--- config.mk ---
export PLATFORM = sky130hd
export DESIGN_NAME = inpass4_frame_config_sync
export DESIGN_NICKNAME = d
export VERILOG_FILES = /design/src/rtl/inpass4_frame_config_sync_pkg.sv /design/src/rtl/inpass4_frame_config_sync_if.sv /design/src/rtl/inpass4_frame_config_sync_lane.sv /design/src/rtl/inpass4_frame_config_sync.sv
export SDC_FILE = /design/constraint.sdc
export NUM_CORES = 1
export LEC_CHECK = 0
export BUFFER_PORTS_ARGS = -buffer_cell sky130_fd_sc_hd__buf_2
export CORE_AREA = 5 5 42 44
export CTS_CLUSTER_SIZE = 30
export DETAILED_ROUTE_END_ITERATION = 10
export DIE_AREA = 0 0 47 49
export SLEW_MARGIN = 20
export SYNTH_ARGS = -nofsm -noshare
export SYNTH_HDL_FRONTEND = slang
export SYNTH_HIERARCHICAL = 1
export SYNTH_SLANG_ARGS = --single-unit
--- constraint.sdc ---
create_clock -name UserCLK -period 1.2 [get_ports UserCLK]
set_input_delay 0.3 -clock UserCLK [delete_from_list [all_inputs] [get_ports UserCLK]]
set_output_delay 0.3 -clock UserCLK [all_outputs]
set_load 0.05 [all_outputs]
--- src/rtl/inpass4_frame_config_sync_pkg.sv ---
// Shared constants for the four-pin input pass block: per-pin mode encodings
// and default debounce sizing.
package inpass4_frame_config_sync_pkg;

    localparam int NUM_PINS                = 4;
    localparam int DEFAULT_NO_CONFIG_BITS  = 8;
    localparam int DEFAULT_DEBOUNCE_CYCLES = 4;
    localparam int DEFAULT_DB_CNT_WIDTH    = 4;

    localparam logic [1:0] MODE_PASS  = 2'b00;
    localparam logic [1:0] MODE_REG   = 2'b01;
    localparam logic [1:0] MODE_SYNC  = 2'b10;
    localparam logic [1:0] MODE_PULSE = 2'b11;

endpackage

--- src/rtl/inpass4_frame_config_sync_if.sv ---
// Pin bundle for the input pass block: pad inputs, 2-bit modes per pin and
// conditioned outputs. W is the number of pins carried.
interface inpass4_frame_config_sync_if #(
    parameter int W = 1
);
    logic [W-1:0]   i;
    logic [2*W-1:0] cfg;
    logic [W-1:0]   o;

    modport master (output i, output cfg, input o);
    modport slave  (input i, input cfg, output o);
endinterface

--- src/rtl/inpass4_frame_config_sync_lane.sv ---
// One input pin: capture/sync flops, optional debounce filter (INPASS_DEBOUNCE_EN)
// and the mode-selected output mux.
module inpass_lane
    import inpass4_frame_config_sync_pkg::*;
#(
    parameter int DebounceCycles = DEFAULT_DEBOUNCE_CYCLES,
    parameter int DbCntWidth     = DEFAULT_DB_CNT_WIDTH
) (
    input  logic                      UserCLK,
    input  logic                      UserRST,
    inpass4_frame_config_sync_if.slave pin
);

    if ((DebounceCycles < 2) || (DebounceCycles > 15) ||
        ((DebounceCycles - 1) >= (1 << DbCntWidth))) begin : g_bad_cfg
        $error("inpass_lane: illegal DebounceCycles/DbCntWidth");
    end

    logic r_q, r_d;
    logic s1_q, s1_d;
    logic s2_q, s2_d;
    logic s3_q, s3_d;
    logic f;
    logic o_c;

    always_comb begin
        r_d  = UserRST ? 1'b0 : pin.i[0];
        s1_d = UserRST ? 1'b0 : pin.i[0];
        s2_d = UserRST ? 1'b0 : s1_q;
        s3_d = UserRST ? 1'b0 : f;
    end

    always_ff @(posedge UserCLK) begin
        r_q  <= r_d;
        s1_q <= s1_d;
        s2_q <= s2_d;
        s3_q <= s3_d;
    end

`ifdef INPASS_DEBOUNCE_EN
    localparam logic [DbCntWidth-1:0] DB_LAST = DbCntWidth'(DebounceCycles - 1);

    logic                  f_q, f_d;
    logic [DbCntWidth-1:0] c_q, c_d;

    // f follows s2 only after s2 has disagreed for DebounceCycles straight cycles
    always_comb begin
        f_d = f_q;
        c_d = c_q;
        if (UserRST) begin
            f_d = 1'b0;
            c_d = '0;
        end else if (s2_q == f_q) begin
            c_d = '0;
        end else if (c_q == DB_LAST) begin
            f_d = s2_q;
            c_d = '0;
        end else begin
            c_d = c_q + 1'b1;
        end
    end

    always_ff @(posedge UserCLK) begin
        f_q <= f_d;
        c_q <= c_d;
    end

    assign f = f_q;
`else
    assign f = s2_q;
`endif

    always_comb begin
        o_c = 1'b0;
        case (pin.cfg)
            MODE_PASS:  o_c = pin.i[0];
            MODE_REG:   o_c = r_q;
            MODE_SYNC:  o_c = f;
            MODE_PULSE: o_c = f & ~s3_q;
            default:    o_c = 1'b0;
        endcase
    end

    assign pin.o = o_c;

endmodule

--- src/rtl/inpass4_frame_config_sync.sv ---
// Four-pin frame-configured input pass: pads I0..I3 to fabric O0..O3, each
// pin conditioned per ConfigBits[2n+1:2n]. Optional debounce: INPASS_DEBOUNCE_EN.
module inpass4_frame_config_sync
    import inpass4_frame_config_sync_pkg::*;
#(
    parameter int NoConfigBits   = DEFAULT_NO_CONFIG_BITS,
    parameter int DebounceCycles = DEFAULT_DEBOUNCE_CYCLES,
    parameter int DbCntWidth     = DEFAULT_DB_CNT_WIDTH
) (
    input  logic                    UserCLK,
    input  logic                    UserRST,
    input  logic                    I0,
    input  logic                    I1,
    input  logic                    I2,
    input  logic                    I3,
    output logic                    O0,
    output logic                    O1,
    output logic                    O2,
    output logic                    O3,
    input  logic [NoConfigBits-1:0] ConfigBits
);

    if (NoConfigBits != 2 * NUM_PINS) begin : g_bad_width
        $error("inpass4_frame_config_sync: NoConfigBits must be 8");
    end

    logic [NUM_PINS-1:0] i_vec;
    logic [NUM_PINS-1:0] o_vec;

    assign i_vec = {I3, I2, I1, I0};

    for (genvar g = 0; g < NUM_PINS; g++) begin : g_lane
        inpass4_frame_config_sync_if #(.W(1)) lif ();

        assign lif.i    = i_vec[g];
        assign lif.cfg  = ConfigBits[2*g +: 2];
        assign o_vec[g] = lif.o[0];

        inpass_lane #(
            .DebounceCycles (DebounceCycles),
            .DbCntWidth     (DbCntWidth)
        ) u_lane (
            .UserCLK (UserCLK),
            .UserRST (UserRST),
            .pin     (lif.slave)
        );
    end

    assign O0 = o_vec[0];
    assign O1 = o_vec[1];
    assign O2 = o_vec[2];
    assign O3 = o_vec[3];

endmodule

==> impl_metrics.json <==
{
  "outcome": "finished with violations",
  "violations": "negative setup slack",
  "maxSlewViolCount": 0,
  "via_per_inst": 4.466,
  "drive_above_1_share_pct": 52.63,
  "worstSkewPairLatency_ps": 270,
  "cts_max_level": 1,
  "num_antenna_cells": 0,
  "final_nets": 72,
  "pre_cts_ws_ps": -101.9,
  "drv_cap": 0,
  "hp-class": "in -> reg",
  "cts_tree": "done",
  "startpoint": "g_lane[3].u_lane/f",
  "start_util_pct": 31.07,
  "fin_ws_ps": -220.3,
  "layout_common_cells": "buf_2 (13), nor2b_1 (12), dfxtp_1 (8)",
  "fmax_mhz": 704.1,
  "regToRegEndpoint": "g_lane[3].u_lane/f",
  "synth-seq-cells": 12,
  "syn_area_um2": 435.4,
  "grt_util_all_layers_pct": 7.801,
  "final_common_cell": "buf_2",
  "dr.pass1.iters": 1,
  "vias": 326,
  "cp-start-kind": "flop",
  "p_leak_nw": 0.2901,
  "dr.first_iter.drc_count": 0,
  "syn_inst": 36,
  "synthToLayoutAreaGrowth_pct": 52.30,
  "gr-total-overflow": 0,
  "grt_pass1_vias": 320,
  "fin_tns_setup_ps": -863.1,
  "drt_drc_violations_left": 0,
  "die_h_um": 49,
  "std_cell_rows": 14,
  "max_slew_margin_pct": 83.15,
  "grt_pass1_wl_mm": 1.269,
  "core-area_mm2": 0.001401,
  "clkSinkCount": 12,
  "post-route-cell-area_um2": 663.1,
  "grt_max_degree": 13,
  "p_per_area_mw_per_mm2": 1348,
  "worstPathMaxFanout": 2,
  "cts-root-buf": "clkbuf_4",
  "tightest_slew_ps": 245.8,
  "post-cts-setup-buffer-count": 0,
  "port_buffers": 17,
  "ys_types": 4,
  "multi_input_area_um2": 251.5,
  "min_period_ps": 1420,
  "numCtsBuffers": 3,
  "rr_startpoint": "g_lane[3].u_lane/s1_q",
  "setup_viol": 4,
  "die_w_um": 47,
  "ff2ff_setup_slack_ps": 660,
  "clockBufferDepth": 2,
  "seq_area_um2": 245.2,
  "wl_per_cell_um": 10.11,
  "antenna_found_initial": 0,
  "hp-start": "I0",
  "endpoint_kind": "output port",
  "ys_seq_area_share_pct": 55.17,
  "crit_path_end": "O3",
  "placed_area_um2": 590.6,
  "required_ps": 900,
  "final.fill_count": 147,
  "syn_area_per_cell_um2": 12.09,
  "peakVddDrop_uv": 597.0,
  "pin_count": 18,
  "worstPathArrival_ps": 1120,
  "rr_worst_depth": 1,
  "finalHoldViolCount": 0,
  "dieArea_mm2": 0.002303,
  "rsz0062_at_grt": "yes",
  "clk_pin_slew_ps": 70,
  "routabilityCongestion": 0.6143,
  "crit_type": "reg -> out",
  "finalCritPeriodShare_pct": 118.4,
  "synthesis.nets": 50,
  "yosys_warnings": 6,
  "clock_skew_ps": 1.446,
  "antenna_left": 0,
  "wl_um": 738
}
-- cell type report --
| type | instances | area share (%) |
|---|---|---|
| Clock buffer | 4 | 5.472 |
| Multi-Input combinational cell | 24 | 37.92 |
| Sequential cell | 12 | 36.98 |
| Tap cell | 16 | 3.019 |
| Timing Repair Buffer | 17 | 16.60 |
-- logic make-up (layout without fill, tap and decap cells) --
group	after synthesis	in the layout	share of synthesized area (%)
flip-flops	12	12	55.17
AND/OR/NAND/NOR	12	12	17.24
multiplexers	8	8	18.39
AO/OA/AOI/OAI	4	4	9.196
buffers and inverters	0	21	0
-- what timing repair did --
item                                    in CTS  in global routing
endpoints found under the setup margin       4                  4
hold buffers                                 0                  0
resized for setup                           11                  2
-- routing by layer --
metal  vias up  track usage (%)  routed length (um)
met5         -                0                   0
met4         0            6.912                   0
met3         0            2.583                  78
met2        12            10.86                 360
met1       152            8.989                 299
li1        162                -                   -
-- flip-flops by register name (all words and copies together), names as in the netlist --
name / count
g_lane.u_lane/s3_q: 4
g_lane.u_lane/s1_q: 4
g_lane.u_lane/f: 4
-- per-stage QoR --
| step | instances | power [mW] | hold slack [ps] | util [%] |
|---|---|---|---|---|
| 2_1_floorplan | 36 | 0.5230 | 371.6 | - |
| 3_3_place_gp | 69 | 0.5705 | 443.8 | 42.14 |
| 3_5_place_dp | 69 | 0.5728 | 454.0 | 42.14 |
| 4_1_cts | 73 | 0.9082 | 248.4 | 46.79 |
| 5_1_grt | 73 | 0.9347 | 265.4 | 47.32 |
| 6_report | 73 | 0.8940 | 254.9 | 47.32 |
-- synthesized netlist by cell type --
cell	n	area, um2
dfxtp_1	12	240.2
mux2i_1	8	80.08
nor2b_1	12	75.07
a21bo_1	4	40.04
-- worst max-delay path: stages, from the launching register on --
cell	delay [ps]
dfxtp_2	330
a21bo_4	220
mux2i_4	130
buf_6	170
-- power by group --
group | internal, mW | total [mW] | switching, mW
clock network | 0.184 | 0.315 | 0.131
registers | 0.415 | 0.421 | 0.00607
logic | 0.0767 | 0.158 | 0.0816
-- how the worst min path moves through the flow --
stage | depth (start not counted) | endpoint
finish | 2 | g_lane[0].u_lane/s1_q
global route | 2 | g_lane[2].u_lane/s1_q
CTS | 2 | g_lane[0].u_lane/s1_q
detailed placement | 1 | g_lane[2].u_lane/s3_q
floorplan | 1 | g_lane[0].u_lane/f
global placement | 1 | g_lane[1].u_lane/s3_q
Note: power is estimated with default switching activity, not from simulation.
